[config.mk]
export PLATFORM = sky130hd
export DESIGN_NAME = demux_1_to_n_stream
export DESIGN_NICKNAME = d
export VERILOG_FILES = /design/src/rtl/datapath_pkg.sv /design/src/rtl/demux_channel_reg.sv /design/src/rtl/demux_1_to_n_stream.sv
export SDC_FILE = /design/constraint.sdc
export NUM_CORES = 1
export LEC_CHECK = 0
export ABC_AREA = 0
export CORE_AREA = 2 2 39 41
export DETAILED_ROUTE_END_ITERATION = 10
export DIE_AREA = 0 0 41 43
export GPL_TIMING_DRIVEN = 0
export HOLD_SLACK_MARGIN = 0.02
export PLACE_DENSITY = 0.54
export REMOVE_ABC_BUFFERS = 1
export SLEW_MARGIN = 15
export SYNTH_ARGS = -nofsm -noshare
export SYNTH_HDL_FRONTEND = slang
export SYNTH_SLANG_ARGS = --single-unit
[constraint.sdc]
create_clock -name clk -period 3.1 [get_ports clk]
set_input_delay 0.93 -clock clk [delete_from_list [all_inputs] [get_ports clk]]
set_output_delay 0.93 -clock clk [all_outputs]
set_load 0.005 [all_outputs]
[src/rtl/datapath_pkg.sv]
// rtl/datapath_pkg.sv - shared helpers for the stream mux/demux datapath blocks
package datapath_pkg;

    // Width of a channel-select field for n channels; a single channel still needs one bit
    function automatic int sel_width(input int n);
        return (n > 1) ? $clog2(n) : 1;
    endfunction

    // Increment value, clamping at the all-ones value of a width-bit counter
    function automatic logic [31:0] sat_inc(input logic [31:0] value, input int width);
        logic [31:0] max_v;
        max_v = (width >= 32) ? 32'hFFFF_FFFF : ((32'd1 << width) - 32'd1);
        return (value >= max_v) ? max_v : value + 32'd1;
    endfunction

endpackage

[src/rtl/demux_channel_reg.sv]
// rtl/demux_channel_reg.sv - one-entry valid/ready holding register for one output channel
module demux_channel_reg #(
    parameter int M = 1
) (
    input  logic         clk,
    input  logic         reset,
    input  logic         load,
    input  logic [M-1:0] load_data,
    output logic         out_valid,
    input  logic         out_ready,
    output logic [M-1:0] out_data
);

    logic         valid_q, valid_d;
    logic [M-1:0] data_q, data_d;

    // Load wins over drain so a simultaneous drain+load keeps the slot full
    always_comb begin
        valid_d = valid_q;
        data_d  = data_q;
        if (load) begin
            valid_d = 1'b1;
            data_d  = load_data;
        end else if (valid_q && out_ready) begin
            valid_d = 1'b0;
        end
    end

    // Holding register; data keeps its last value after a drain
    always_ff @(posedge clk) begin
        if (reset) begin
            valid_q <= 1'b0;
            data_q  <= '0;
        end else begin
            valid_q <= valid_d;
            data_q  <= data_d;
        end
    end

    assign out_valid = valid_q;
    assign out_data  = data_q;

endmodule

[src/rtl/demux_1_to_n_stream.sv]
// rtl/demux_1_to_n_stream.sv - registered 1-to-N stream demultiplexer with per-channel holding registers
module demux_1_to_n_stream
    import datapath_pkg::*;
#(
    parameter int N            = 2,
    parameter int M            = 1,
    parameter int SELECT_WIDTH = sel_width(N),
    parameter int COUNT_WIDTH  = 8
) (
    input  logic                    clk,
    input  logic                    reset,
    input  logic                    enable,
    input  logic                    in_valid,
    output logic                    in_ready,
    input  logic [M-1:0]            in_data,
    input  logic [SELECT_WIDTH-1:0] in_select,
    output logic [N-1:0]            out_valid,
    input  logic [N-1:0]            out_ready,
    output logic [M-1:0]            out_data [N-1:0],
    output logic                    bad_select,
    output logic [COUNT_WIDTH-1:0]  drop_count
);

    logic                   sel_in_range;
    logic [N-1:0]           sel_onehot;
    logic                   slot_free;
    logic                   accept;
    logic                   drop;
    logic [N-1:0]           load;
    logic                   bad_select_q;
    logic [COUNT_WIDTH-1:0] drop_count_q, drop_count_d;

    // Decode the destination; out-of-range selects map to no channel
    always_comb begin
        sel_in_range = (32'(in_select) < 32'(N));
        sel_onehot   = '0;
        for (int k = 0; k < N; k++) begin
            sel_onehot[k] = sel_in_range && (32'(in_select) == 32'(k));
        end
    end

    // Ready depends only on the addressed channel, never on in_valid or in_data
    always_comb begin
        slot_free = |(sel_onehot & (~out_valid | out_ready));
        in_ready  = !reset && enable && (sel_in_range ? slot_free : 1'b1);
        accept    = in_valid && in_ready;
        drop      = accept && !sel_in_range;
        load      = accept ? sel_onehot : '0;
    end

    genvar g;
    generate
        for (g = 0; g < N; g++) begin : g_chan
            demux_channel_reg #(.M(M)) u_chan (
                .clk       (clk),
                .reset     (reset),
                .load      (load[g]),
                .load_data (in_data),
                .out_valid (out_valid[g]),
                .out_ready (out_ready[g]),
                .out_data  (out_data[g])
            );
        end
    endgenerate

    // Next value of the saturating drop counter
    always_comb begin
        drop_count_d = drop_count_q;
        if (drop) begin
            drop_count_d = COUNT_WIDTH'(sat_inc(32'(drop_count_q), COUNT_WIDTH));
        end
    end

    // Drop pulse and counter register, both visible the cycle after the drop
    always_ff @(posedge clk) begin
        if (reset) begin
            bad_select_q <= 1'b0;
            drop_count_q <= '0;
        end else begin
            bad_select_q <= drop;
            drop_count_q <= drop_count_d;
        end
    end

    assign bad_select = bad_select_q;
    assign drop_count = drop_count_q;

endmodule

### Word level (Yosys, flattened, before mapping)

Cells that the tools add are included.

* add/subtract/negate cells: 0
* $mul: 0
* div/mod/pow operators: 0
* order comparisons: 0
* eq/ne operators: 0
* shift operators: 0
* muxes and demuxes: 5
* bitwise gates (word level): 4
* reductions and logical operators: 9

Operator list (number)
* $logic_and 1x1->1: 5
* $mux 1: 4
* $reduce_bool 2->1: 2
* $and 2x2->2: 1
* $mux 2: 1
* $not 2->2: 1
* $or 2x2->2: 1
* $reduce_or 2->1: 1
* $logic_not 1->1: 1
* $not 1->1: 1

* register bits: 4
* latch bits: 0
* memory bits (writable): 0
* ROM bits: 0
* output and inout bits: 14
* word-level logic and storage cells: 22
* memories kept: 0

### Logic depth before layout (Yosys ltp)

* depth in word-level cells: 8
* mapped depth: 3
* gate-level depth less buffers: 3

### Hierarchy

A second synthesis with hierarchy kept.

* cell total of the unflattened synthesis: 32
* area, all modules: 270.3 sq um

By module, submodules not included
* demux_channel_reg: times used 2, cells each 7, area each 68.8 sq um
* demux_1_to_n_stream: times used 1, cells each 18, area each 132.6 sq um

### Worst setup path after synthesis

No wires, ideal clock.

* path kind: input port to output port
* start: input port out_ready[0]
* end: output port in_ready
* data arrival time: 1446 ps
* data required time: 2170 ps
* setup slack: 724 ps
* stages on the path: 3
* buffers on the path: 0
* path through: nand2b_1 > nor2_1 > a2111oi_2

* cells in the longest elaborated chain, start to end: 4

Ends and longest elaborated chain
* from (decl): RTL line demux_1_to_n_stream.sv:18 `input logic [N-1:0] out_ready,`
* $or 2x2->2: RTL line demux_1_to_n_stream.sv:44 `slot_free = |(sel_onehot & (~out_valid | out_ready));`
* $and 2x2->2: RTL line demux_1_to_n_stream.sv:44
* $reduce_or 2->1: RTL line demux_1_to_n_stream.sv:44
* $logic_and 1x1->1: RTL line demux_1_to_n_stream.sv:45 `in_ready = !reset && enable && (sel_in_range ? slot_free : 1'b1);`
* to (decl): RTL line demux_1_to_n_stream.sv:14 `output logic in_ready,`

Every way passes these cells.

### Worst setup path after layout

Ends and elaborated chain as after synthesis.

==> results by stage <==
Placed design:
- The pre-CTS setup slack is -328 ps.
- The estimated wirelength of the detail-placed design is 404 µm.
- The number of I/O port buffers is 12.
- Routability-driven placement finished with a final weighted congestion of 0.672.

Floorplanning:
- From left edge to right edge, the die measures 41 µm.
- After floorplanning, the core was divided into 14 placement rows.
- The full die area is 1760 µm².
- 22 I/O pins were placed.
- For this configuration, the core starts out at a cell density of 21.1%.
- The area of the core region is 1380 µm².
- The chip height is 43 µm.

Setup path:
- The slack of the worst reg-to-reg path is 2200 ps.
- The launching point of the worst reg2reg path is g_chan[1].u_chan.out_valid$_SDFFE_PP0P_.
- For the worst flop-to-flop path, the logic depth is 3.
- The data arrival time of the critical path is 2080 ps.
- At the worst endpoint, the required time is 2170 ps.
- The kind of critical path is in2out.
- The endpoint identified for the worst register-to-register timing path is g_chan[1].u_chan.out_data$_SDFFE_PP0P_.
- The stage delay of the slowest cell on the critical path is 450 ps.
- The category of the worst setup path launch point is an input pin.
- STA classifies the critical path endpoint as an output port.
- For this design, the slowest cell found on the critical path is clkdlybuf4s50_1.
- In this run the worst path has a maximum fanout of 3.
- Traced cell by cell, the critical path runs through clkdlybuf4s50_1, nand2b_1, nor2_1, a2111oi_2, buf_2.

Min path:
- The worst hold path startpoint is g_chan[0].u_chan.out_data$_SDFFE_PP0P_.
- The depth of the worst hold-timing path is 2.
- The path category of the worst min-delay check is reg2reg.
- The end point of the worst hold path is g_chan[0].u_chan.out_data$_SDFFE_PP0P_.

Power:
- Net switching is 22.1% of the power.
- The power per standard cell area is 376 nW/µm².
- The total design power is 0.000144 W.
- Sequential cells account for 38.0% of the total power.
- Summed over all cells, the static leakage comes to 0.161 nW.
- The internal power of the cells is 0.000112 W.
- Summed over all nets, the switching power comes to 0.0000318 W.
- The share of total power dissipated in the clock network is 44.8%.
- The worst-case IR drop observed on VDD is 0.000163 V.
- The share of total power dissipated in combinational logic is 17.2%.

Clocking:
- Clock-pin slew was measured on the worst setup and hold paths at 40 ps.
- At the later pin of the worst-skew pair, clock insertion delay measures 230 ps.
- The number of buffers added for setup after CTS is 0.
- The post-cts gate resize count is 4.
- The total clock sinks is 4.
- The number of buffers inserted by hold repair at cts is 0.
- TritonCTS built the clock tree.
- The maximum count of clock buffers along a single path is 2.
- The maximum level of the CTS H-tree is 1.
- The number of buffers created by CTS is 3.
- The library cell used as clock root buffer is clkbuf_4.

Final layout:
- Cells fill 27.6% of the core in the end.
- The area taken by flip-flops and latches is 80.1 µm².
- The number of filler instances in the final layout is 152.
- In the final layout, the multi-input gates occupy 140 µm².
- The post-route netlist has 11.1% of its cells at a drive strength greater than 1.
- The total number of nets in the final design is 55.
- The total inserted antenna cells is 0.
- Relative to the synthesized area, the layout overhead comes to 30.9%.

Logic synthesis:
- Synthesis handed over a netlist of 35 instances.
- The portion of the post-synthesis area used by sequential elements is 27.5%.
- The cell area that synthesis handed to floorplanning was 292 µm².
- The average instance area after synthesis is 8.33 µm².
- During synthesis, Yosys emitted a total of 0 warnings.
- Counting flops and latches in the post-synthesis netlist gives 4.
- The synthesized netlist contains 14 unique library cells.

Run:
- The number of max-cap violations is 0.

Timing:
- After layout, the minimum clock period comes to 3010 ps.
- After layout, the worst path uses 97.2% of the clock period.
- The count of final max-slew check failures is 0.
- The hold violation count in the final report came to 0.
- Setup repair after global routing left no endpoint under its margin.
- The total negative slack is 0 ps.
- Setup slack on the critical path of the routed design comes to 86.6 ps.
- The highest clock rate is 332 MHz.
- The tightest hold path in the finished design has a slack of 476 ps.
- The number of failing setup endpoints in the final timing report is 0.
- The setup clock skew after layout is 0.0213 ps.

Global route:
- The number of global-route vias before repair came to 163.
- Entering global routing, the biggest net connects 7 pins.
- Across every metal layer, demand over resource in global routing totals 7.11%.
- The first-pass GRT wire length is 717 µm.
- The remaining global-route overflow is 0.
- The initial antenna violation count is 0.

Drt:
- The DRC violation total after the first TritonRoute iteration is 2.
- The detailed-route vias per instance is 3.51.
- The count of vias placed by the detailed router is 214.
- For this run, the detailed router's first-pass iteration total came to 2.
- The number of nets with antenna violations after detailed routing is 0.
- The average routed wire per standard cell is 7.95 µm.
- Summed over all layers, the routed wires come to 485 µm.
- The final routed DRC violation total is 0.

Run status:
- The flow ran to the end, and the final reports show no timing, DRC or antenna violations.
[cell usage in the layout, fill, tap and decap left out]
cell type,synthesis,final
a21oi_1,1,1
conb_1,1,9
nor2b_1,3,3
clkbuf_4,0,3
dfxtp_1,4,4
nand3_1,1,1
nor2_1,2,2
inv_1,1,1
nand2b_1,4,4
mux2i_1,1,1
o21ai_0,1,1
buf_2,0,1
nand3b_1,1,1
a2111oi_2,1,1
clkdlybuf4s50_1,0,11
o31ai_1,1,1
[state kept, by name, summed over array words and instances, names as in the netlist]
| signal | cells |
|---|---|
| g_chan.u_chan.out_data | 2 |
| g_chan.u_chan.out_valid | 2 |
[layer usage]
layer | wire [µm] | global-route usage [%]
met1 | 192 | 7.99
met4 | 8 | 6.00
met3 | 64 | 7.85
met5 | 0 | 0
met2 | 220 | 6.88
[synthesized netlist by cell type (all sizes together)]
cell type  instances  area (µm²)
nor2b              3        18.8
nand3b             1        7.51
mux2i              1        10.0
dfxtp              4        80.1
nand3              1        5.00
nand2b             4        25.0
nor2               2        7.51
a2111oi            1        15.0
inv                1        3.75
o21ai              1        5.00
o31ai              1        7.51
a21oi              1        5.00
buf               13        97.6
conb               1        3.75
[power by group through the flow]
stage                     combinational (W)  clock (W)  sequential [W]
final                             0.0000246  0.0000643       0.0000546
after global routing              0.0000275  0.0000712       0.0000548
after CTS                         0.0000249  0.0000667       0.0000546
after detailed placement          0.0000254          0       0.0000554
after global placement            0.0000252          0       0.0000553
after floorplan                  0.00000856          0       0.0000554
[through the flow]
| step | cells | cell area, µm² |
|---|---|---|
| 6_report | 61 | 382 |
| 5_1_grt | 61 | 382 |
| 4_1_cts | 61 | 382 |
| 3_5_place_dp | 58 | 364 |
| 3_3_place_gp | 58 | 364 |
| 2_1_floorplan | 30 | 224 |
[kinds of logic (layout without fill, tap and decap cells)]
logic type / after synthesis / count (layout) / synth area share, %
AO/OA/AOI/OAI: 4 / 4 / 11.2
buffers and inverters: 14 / 16 / 34.8
flip-flops: 4 / 4 / 27.5
multiplexers: 1 / 1 / 3.43
other: 1 / 9 / 1.29
AND/OR/NAND/NOR: 11 / 11 / 21.9
[critical path, delay by kind of cell]
| family | cells | cell delay [ps] |
|---|---|---|
| AOI/OAI and AO/OA | 1 | 330 |
| and+or+nand+nor | 2 | 200 |
| buffers and inverters | 2 | 620 |
[worst max path at each step]
stage / depth (start not counted) / end / startpoint / slack, ps
CTS: 5 / in_ready / out_ready[0] / 60
floorplan: 3 / in_ready / out_ready[0] / 720
global placement: 5 / in_ready / out_ready[0] / -310
global route: 5 / in_ready / out_ready[0] / 30
detailed placement: 5 / in_ready / out_ready[0] / -330
finish: 5 / in_ready / out_ready[0] / 90
[final cells by class]
cell class	count	area share, %
flip-flops and latches	4	21.0
clock buffers	3	5.90
well taps	16	5.25
inverters	1	0.984
repair buffers	12	30.2
multi-input cells	25	36.7
Note: power is estimated with default switching activity, not from simulation.
